### config.mk
export PLATFORM = sky130hd
export DESIGN_NAME = fpu_div_seq
export DESIGN_NICKNAME = d
export VERILOG_FILES = /design/src/rtl/fpu_div_seq.sv
export SDC_FILE = /design/constraint.sdc
export NUM_CORES = 1
export LEC_CHECK = 0
export CAP_MARGIN = 20
export CORE_MARGIN = 4
export CORE_UTILIZATION = 39
export DETAILED_ROUTE_END_ITERATION = 8
export SYNTH_ARGS = -nofsm -noshare
export SYNTH_HDL_FRONTEND = slang
export SYNTH_SLANG_ARGS = --single-unit
### constraint.sdc
create_clock -name clk -period 13.4 [get_ports clk]
set_clock_uncertainty 0.1 [all_clocks]
set_input_delay 3.35 -clock clk [delete_from_list [all_inputs] [get_ports clk]]
set_output_delay 3.35 -clock clk [all_outputs]
set_load 0.05 [all_outputs]
### src/rtl/fpu_div_seq.sv
// fpu_div_seq: multi-cycle IEEE-754 single-precision divider (FPU op 5).
// Restoring quotient loop; round-to-nearest-even; subnormals flushed to zero.
// Ports: clk, rst (async active-low), start/i_signed/input_a/input_b in;
//        o_busy, o_valid, o_err, o_output[31:0],
//        o_flags[3:0] = {invalid, div0, overflow, inexact} out.
// Option: define FPU_DIV_RADIX4_EN to retire 2 quotient bits per cycle.
module fpu_div_seq #(
  parameter logic [2:0] OP_DIV = 3'd5,
  parameter int         QBITS  = 26
) (
  input  logic        clk,
  input  logic        rst,
  input  logic        start,
  input  logic [2:0]  i_signed,
  input  logic [31:0] input_a,
  input  logic [31:0] input_b,
  output logic        o_busy,
  output logic        o_valid,
  output logic        o_err,
  output logic [31:0] o_output,
  output logic [3:0]  o_flags
);

  typedef enum logic [2:0] {
    S_IDLE, S_UNPACK, S_DIV, S_ROUND, S_DONE
  } state_t;

`ifdef FPU_DIV_RADIX4_EN
  localparam logic [4:0] LAST = 5'(QBITS / 2 - 1);
`else
  localparam logic [4:0] LAST = 5'(QBITS - 1);
`endif

  state_t             state_q;
  logic [31:0]        a_q, b_q;
  logic [2:0]         op_q;
  logic               sign_q;
  logic signed [9:0]  exp_q;
  logic [23:0]        mb_q;
  logic [25:0]        rem_q;
  logic [QBITS-1:0]   quo_q;
  logic [4:0]         cnt_q;
  logic               byp_q;
  logic [31:0]        sres_q;
  logic [3:0]         sflg_q;
  logic               serr_q;

  // One restoring step: {quotient bit, next shifted remainder}.
  function automatic logic [26:0] div_step(
    input logic [25:0] rem,
    input logic [23:0] d
  );
    logic        ge;
    logic [25:0] diff;
    ge   = rem >= {2'b00, d};
    diff = ge ? rem - {2'b00, d} : rem;
    return {ge, diff[24:0], 1'b0};
  endfunction

  // Unpack / special-case classification.
  logic              a_nan, a_inf, a_zro;
  logic              b_nan, b_inf, b_zro;
  logic              sgn_d, spc_d, serr_d;
  logic [31:0]       sres_d;
  logic [3:0]        sflg_d;
  logic signed [9:0] exp_un_d;

  always_comb begin
    a_nan = (a_q[30:23] == 8'hFF) && (a_q[22:0] != 23'd0);
    a_inf = (a_q[30:23] == 8'hFF) && (a_q[22:0] == 23'd0);
    a_zro = (a_q[30:23] == 8'h00);
    b_nan = (b_q[30:23] == 8'hFF) && (b_q[22:0] != 23'd0);
    b_inf = (b_q[30:23] == 8'hFF) && (b_q[22:0] == 23'd0);
    b_zro = (b_q[30:23] == 8'h00);
    sgn_d = a_q[31] ^ b_q[31];
    exp_un_d = $signed({2'b00, a_q[30:23]})
             - $signed({2'b00, b_q[30:23]})
             + 10'sd127;
    spc_d  = 1'b1;
    serr_d = 1'b0;
    sres_d = 32'd0;
    sflg_d = 4'd0;
    if (op_q != OP_DIV) begin
      serr_d = 1'b1;
    end else if (a_nan || b_nan || (a_zro && b_zro)
                 || (a_inf && b_inf)) begin
      sres_d = 32'h7FC0_0000;
      sflg_d = 4'b1000;
    end else if (a_inf) begin
      sres_d = {sgn_d, 8'hFF, 23'd0};
    end else if (b_zro) begin
      sres_d = {sgn_d, 8'hFF, 23'd0};
      sflg_d = 4'b0100;
    end else if (b_inf || a_zro) begin
      sres_d = {sgn_d, 31'd0};
    end else begin
      spc_d = 1'b0;
    end
  end

  // Quotient loop next state.
  logic [25:0]      rem_d;
  logic [QBITS-1:0] quo_d;

`ifdef FPU_DIV_RADIX4_EN
  logic [26:0] st1, st2;
  always_comb begin
    st1   = div_step(rem_q, mb_q);
    st2   = div_step(st1[25:0], mb_q);
    rem_d = st2[25:0];
    quo_d = {quo_q[QBITS-3:0], st1[26], st2[26]};
  end
`else
  logic [26:0] st1;
  always_comb begin
    st1   = div_step(rem_q, mb_q);
    rem_d = st1[25:0];
    quo_d = {quo_q[QBITS-2:0], st1[26]};
  end
`endif

  // Normalise, round to nearest even, range check.
  logic              norm, g, r, s, up, cy;
  logic [22:0]       frac_pre, frac_r;
  logic signed [9:0] exp_n, exp_r;
  logic [31:0]       res_d;
  logic [3:0]        flg_d;

  always_comb begin
    norm     = quo_q[QBITS-1];
    frac_pre = norm ? quo_q[QBITS-2 -: 23] : quo_q[QBITS-3 -: 23];
    g        = norm ? quo_q[QBITS-25] : quo_q[QBITS-26];
    r        = norm ? quo_q[QBITS-26] : 1'b0;
    s        = |rem_q;
    exp_n    = norm ? exp_q : exp_q - 10'sd1;
    up       = g & (r | s | frac_pre[0]);
    {cy, frac_r} = {1'b0, frac_pre} + 24'(up);
    exp_r    = cy ? exp_n + 10'sd1 : exp_n;
    res_d    = {sign_q, exp_r[7:0], frac_r};
    flg_d    = {3'b000, g | r | s};
    if (exp_r >= 10'sd255) begin
      res_d = {sign_q, 8'hFF, 23'd0};
      flg_d = 4'b0011;
    end else if (exp_r <= 10'sd0) begin
      res_d = {sign_q, 31'd0};
      flg_d = 4'b0001;
    end
    if (byp_q) begin
      res_d = sres_q;
      flg_d = sflg_q;
    end
  end

  always_ff @(posedge clk or negedge rst) begin
    if (!rst) begin
      state_q  <= S_IDLE;
      a_q      <= '0;
      b_q      <= '0;
      op_q     <= '0;
      sign_q   <= 1'b0;
      exp_q    <= '0;
      mb_q     <= '0;
      rem_q    <= '0;
      quo_q    <= '0;
      cnt_q    <= '0;
      byp_q    <= 1'b0;
      sres_q   <= '0;
      sflg_q   <= '0;
      serr_q   <= 1'b0;
      o_busy   <= 1'b0;
      o_valid  <= 1'b0;
      o_err    <= 1'b0;
      o_output <= '0;
      o_flags  <= '0;
    end else begin
      unique case (state_q)
        S_IDLE: begin
          if (start) begin
            a_q     <= input_a;
            b_q     <= input_b;
            op_q    <= i_signed;
            o_busy  <= 1'b1;
            state_q <= S_UNPACK;
          end
        end
        S_UNPACK: begin
          sign_q <= sgn_d;
          exp_q  <= exp_un_d;
          mb_q   <= {1'b1, b_q[22:0]};
          rem_q  <= {3'b001, a_q[22:0]};
          quo_q  <= '0;
          cnt_q  <= '0;
          byp_q  <= spc_d;
          sres_q <= sres_d;
          sflg_q <= sflg_d;
          serr_q <= serr_d;
          // Specials pass through ROUND so they share its output step.
          state_q <= spc_d ? S_ROUND : S_DIV;
        end
        S_DIV: begin
          rem_q <= rem_d;
          quo_q <= quo_d;
          cnt_q <= cnt_q + 5'd1;
          if (cnt_q == LAST) state_q <= S_ROUND;
        end
        S_ROUND: begin
          o_output <= res_d;
          o_flags  <= flg_d;
          o_err    <= byp_q & serr_q;
          o_valid  <= 1'b1;
          o_busy   <= 1'b0;
          state_q  <= S_DONE;
        end
        S_DONE: begin
          if (!start) begin
            o_valid <= 1'b0;
            state_q <= S_IDLE;
          end
        end
        default: state_q <= S_IDLE;
      endcase
    end
  end

endmodule

-- Yosys cells after proc, flatten, opt, wreduce, memory -nomap -nowiden
Cells that the tools add are included.
- word-level logic and storage cells: 111
- bits in writable memories: 0
- memory bits (read-only): 0
- register bits after elaboration: 239
- bits in latches: 0
- memories kept: 0
- equal/unequal tests: 11
- order comparisons: 3
- reduce and logical (&&, ||, !) cells: 25
- $mul: 0
- add/sub/neg operators: 7
- bitwise operators: 7
- mux-type cells: 39
- divide/modulo/power cells: 0
- shift-type cells: 0
- operators by type and width (kind ; count):
    2-to-1 mux 32 bit ; 6
    one-hot mux 26 bit (2 select lines) ; 2
    2-to-1 mux 31 bit ; 2
    zero test 23 bit ; 2
    nonzero test 23 bit ; 2
    greater-or-equal comparator 26 x 24 -> 1 bit ; 1
    OR reduction 26 bit ; 1
    2-to-1 mux 25 bit ; 1
    subtractor 25 x 24 -> 25 bit ; 1
    adder 23 x 1 -> 24 bit ; 1
    2-to-1 mux 23 bit ; 1
    2-to-1 mux 10 bit ; 2
    equality test 8 bit (second input constant) ; 2
    zero test 8 bit ; 2
    2-to-1 mux 3 bit ; 5
    one-hot mux 3 bit (5 select lines) ; 1
    2-to-1 mux 1 bit ; 12
    2-to-1 mux 4 bit ; 3
    adder 10 x 2 -> 10 bit (second input constant) ; 1
    adder 9 x 8 -> 10 bit (second input constant) ; 1
    greater-or-equal comparator 10 x 9 -> 1 bit (second input constant) ; 1
    less-or-equal comparator 10 x 1 -> 1 bit (second input constant) ; 1
    one-hot mux 5 bit (2 select lines) ; 1
    subtractor 10 x 2 -> 10 bit (second input constant) ; 1
    other kinds (19) ; 39

-- Depth between registers and ports, before layout
- depth after elaboration: 10
- mapped depth: 21
- mapped depth without buffers: 14

-- Worst setup path after synthesis
No wires, ideal clock.
- path kind: in2reg
- from: input start
- to: register a_q[10]
- data required time: 13.175 ns
- data arrival time: 4.590 ns
- path slack: 8.585 ns
- stages: 5
- setup time: 0.125 ns
- path through: nand2_1 nor2_1 clkbuf_1 clkbuf_1 mux2_2
- word-level cells in the longest chain between the ends: 1
- ends and longest elaborated chain (item ; RTL line ; text):
    from (decl) ; 13 ; input logic start,
    AND reduction 2 bit (no line) ; -- ;
    to (signal assigned) ; 179 ; a_q <= input_a;
    to (decl) ; 35 ; logic [31:0] a_q, b_q;
Every way passes these cells.
A chain may end at the register's enable or synchronous reset.

-- Worst setup path after layout
- from: register o_output[4]
- to: output o_output[4]
- RTL lines (item ; RTL line ; text):
    from (decl) ; 20 ; output logic [31:0] o_output,
    from (signal assigned) ; 207 ; o_output <= res_d;
No word-level cell between the ends.

==> qor.yml <==
outcome: "finished, final reports clean"
antenna_cells: 0
final_antenna_net_count: 0
fin_cells: 1745
final_hold_viol_count: 0
area_delta_synth_final_pct: 18.65
relSlewSlack_pct: 37.67
place_inst: 1699
switching_share_pct: 43.31
grt_pass1_wl_um: 48410
grt_use_met3_pct: 2.611
max_stage_delay_ns: 0.83
routed_wl_um: 28730
clock-sinks: 207
gp_congestion: 0.8675
required_ns: 9.95
power_mw: 3.728
cts_setup_buffers: 0
cp.buffers_inverters: 1
core_area_um2: 29800
cts-hold-fix-buffers: 0
rsz0062_at_grt: "no"
period_share_pct: 38.66
drc: 0
grt_use_met2_pct: 27.25
p_per_area_nw_per_um2: 265.4
placedInstanceArea_um2: 13200
fin_crit_ns: 5.180
maxCapViolCount: 0
vias: 9327
fin_ws_ns: 8.220
worstSetupPathType: "register to output pin"
hold_class: "register to register"
fin_hold_ws_ns: 0.3448
antenna_found_initial: 0
synthArstFlopShare_pct: 100.0
post_route_cells_drive_above_1_share_pct: 11.29
p_seq_share_pct: 29.4
setup_viol: 0
synth_cell_types: 70
grtUsageMet1_pct: 25.38
root_buffer: "clkbuf_16"
numPortBuffers: 108
multi_input_area_um2: 6151
cts_tree: "built"
cp.arrival_ns: 1.73
first_pass_iters: 5
synth.ff_latch_count: 207
grt_usage_pct: 17.33
dp_slack_ns: 7.961
start_util_pct: 39.74
grt_pass1_vias: 9257
num_io_pins: 109
fmax_mhz: 193.0
cts_resized: 0
p_comb_share_pct: 52.3
power_leakage_nw: 5.886
drt_iter0_markers: 674
critical-path-top-delay-family: "buffers and inverters"
syn-num-nets: 1372
cp_max_fo: 2
worst_slew_pin_slew_ns: 0.9349
layout_commonest_cell: "dfrtp_1"
die_area_um2: 33210
overflow: 0
design_area_um2: 14050
synth_edf_count: 0
start_kind: "register"
htree_levels: 1
endpoint_kind: "output pin"
yosysSeqAreaShare_pct: 43.75
power_switching_mw: 1.615
synth_warnings: 0
wire_per_inst_um: 16.46
internal_power_mw: 2.114
path_cells: "clkdlybuf4s50_1"
dpl.hpwl_um: 20390
fin_nets: 1448
crit_slowest_cell: "clkdlybuf4s50_1"
finalMaxSlewViolations: 0
synthFlopType: "dfrtp_1"
clk_path_buf_depth: 3
fin_setup_tns_ns: 0
die-width_um: 182.2
synth_area_um2: 11840
syn_avg_cell_area_um2: 9.389
regArea_um2: 5181
via_per_inst: 5.345
cts_buffers: 26
syn_inst: 1261
layout_common_cells: "206 x dfrtp_1, 192 x nand2_1, 107 x clkdlybuf4s50_1"
busiest_layer: "met2"
utilization_pct: 47.15
ir_drop_mv: 0.1256
die_h_um: 182.2
path_clk_slew_ns: 0.06
num_rows: 63
grt_max_degree: 87
fill_cells: 2866
clk_latency_ns: 0.53
clkPwrFrac_pct: 18.3
## power by group through the flow
stage,sequential (mW),combinational [mW],clock (mW)
6_report,1.10,1.95,0.681
5_1_grt,1.13,2.20,0.727
3_3_place_gp,1.10,1.90,0
4_1_cts,1.10,1.96,0.699
3_5_place_dp,1.10,1.94,0
2_1_floorplan,1.07,1.49,0
## layer usage
metal / wire [um] / up-vias
met5: 0 / -
met2: 12960 / 181
li1: - / 4606
met4: 607 / 0
met1: 13910 / 4499
met3: 1251 / 41
## registers in the layout, indices dropped and copies added (netlist names), 3 cells and up
| signal | cells |
|---|---|
| b_q | 32 |
| quo_q | 26 |
| rem_q | 26 |
| o_output | 32 |
| mb_q | 24 |
| op_q | 3 |
| o_flags | 4 |
| a_q | 32 |
| state_q | 3 |
| cnt_q | 5 |
| exp_q | 10 |
| sres_q | 3 |
## area by class of cell
cell class | count | share of cell area, %
flip-flops and latches | 207 | 36.88
inverters | 55 | 1.470
clock inverters | 8 | 0.4988
multi-input cells | 927 | 43.78
repair buffers | 120 | 8.363
clock buffers | 38 | 5.531
well taps | 390 | 3.473
## synthesized netlist by cell type (all sizes together) (6+ instances only)
cell type  count  area share (%)
mux2i         33             2.8
a22o          23             1.7
o31ai          7            0.44
nor4          27             1.6
dfrtp        207              44
and3          26             1.4
buf           19             1.0
nor3          19            0.80
a21oi         61             2.6
mux2          64             6.1
a21o          13            0.82
nand3         38             1.6
nand4         21             1.1
clkbuf        53             1.7
inv           55             1.7
xnor2         50             3.7
or3            6            0.36
nor2b         10            0.53
o211ai        10            0.63
nor2          67             2.1
ha            39             4.1
nand2        192             6.1
xor2          28             2.1
o21a           6            0.38
o21ai        101             4.9
nand2b        10            0.53
a31oi         15            0.79
## worst min-delay path, cell delays in order, from the launching register on
cell and delay [ns]:
dfrtp_1 0.32, inv_1 0.05, nand2_1 0.05
## cell families (layout without fill, tap and decap cells)
family | after synthesis | in the layout | synth area share [%]
adders and majority gates | 41 | 41 | 4.460
xor gates and xnor gates | 78 | 78 | 5.833
AOI/OAI and AO/OA | 275 | 275 | 15.11
muxes | 97 | 97 | 8.877
and+or+nand+nor | 436 | 436 | 17.51
DFF | 207 | 207 | 43.75
buffers and inverters | 127 | 221 | 4.459
## path summary, 6_finish.rpt
| kind | start | endpoint | slack (ns) | depth (start not counted) |
|---|---|---|---|---|
| worst max-delay path | o_output[4] | o_output[4] | 8.22 | 1 |
| worst min-delay path | mb_q[23] | mb_q[23] | 0.34 | 2 |
| worst max register to register | quo_q[25] | o_output[4] | 8.43 | 14 |
| worst min register to register | mb_q[23] | mb_q[23] | 0.34 | 2 |
| max in group asynchronous | rst | a_q[17] | 9.04 | 2 |
| min in group asynchronous | rst | o_output[7] | 2.78 | 1 |
Power figures use the tool's default switching activity.
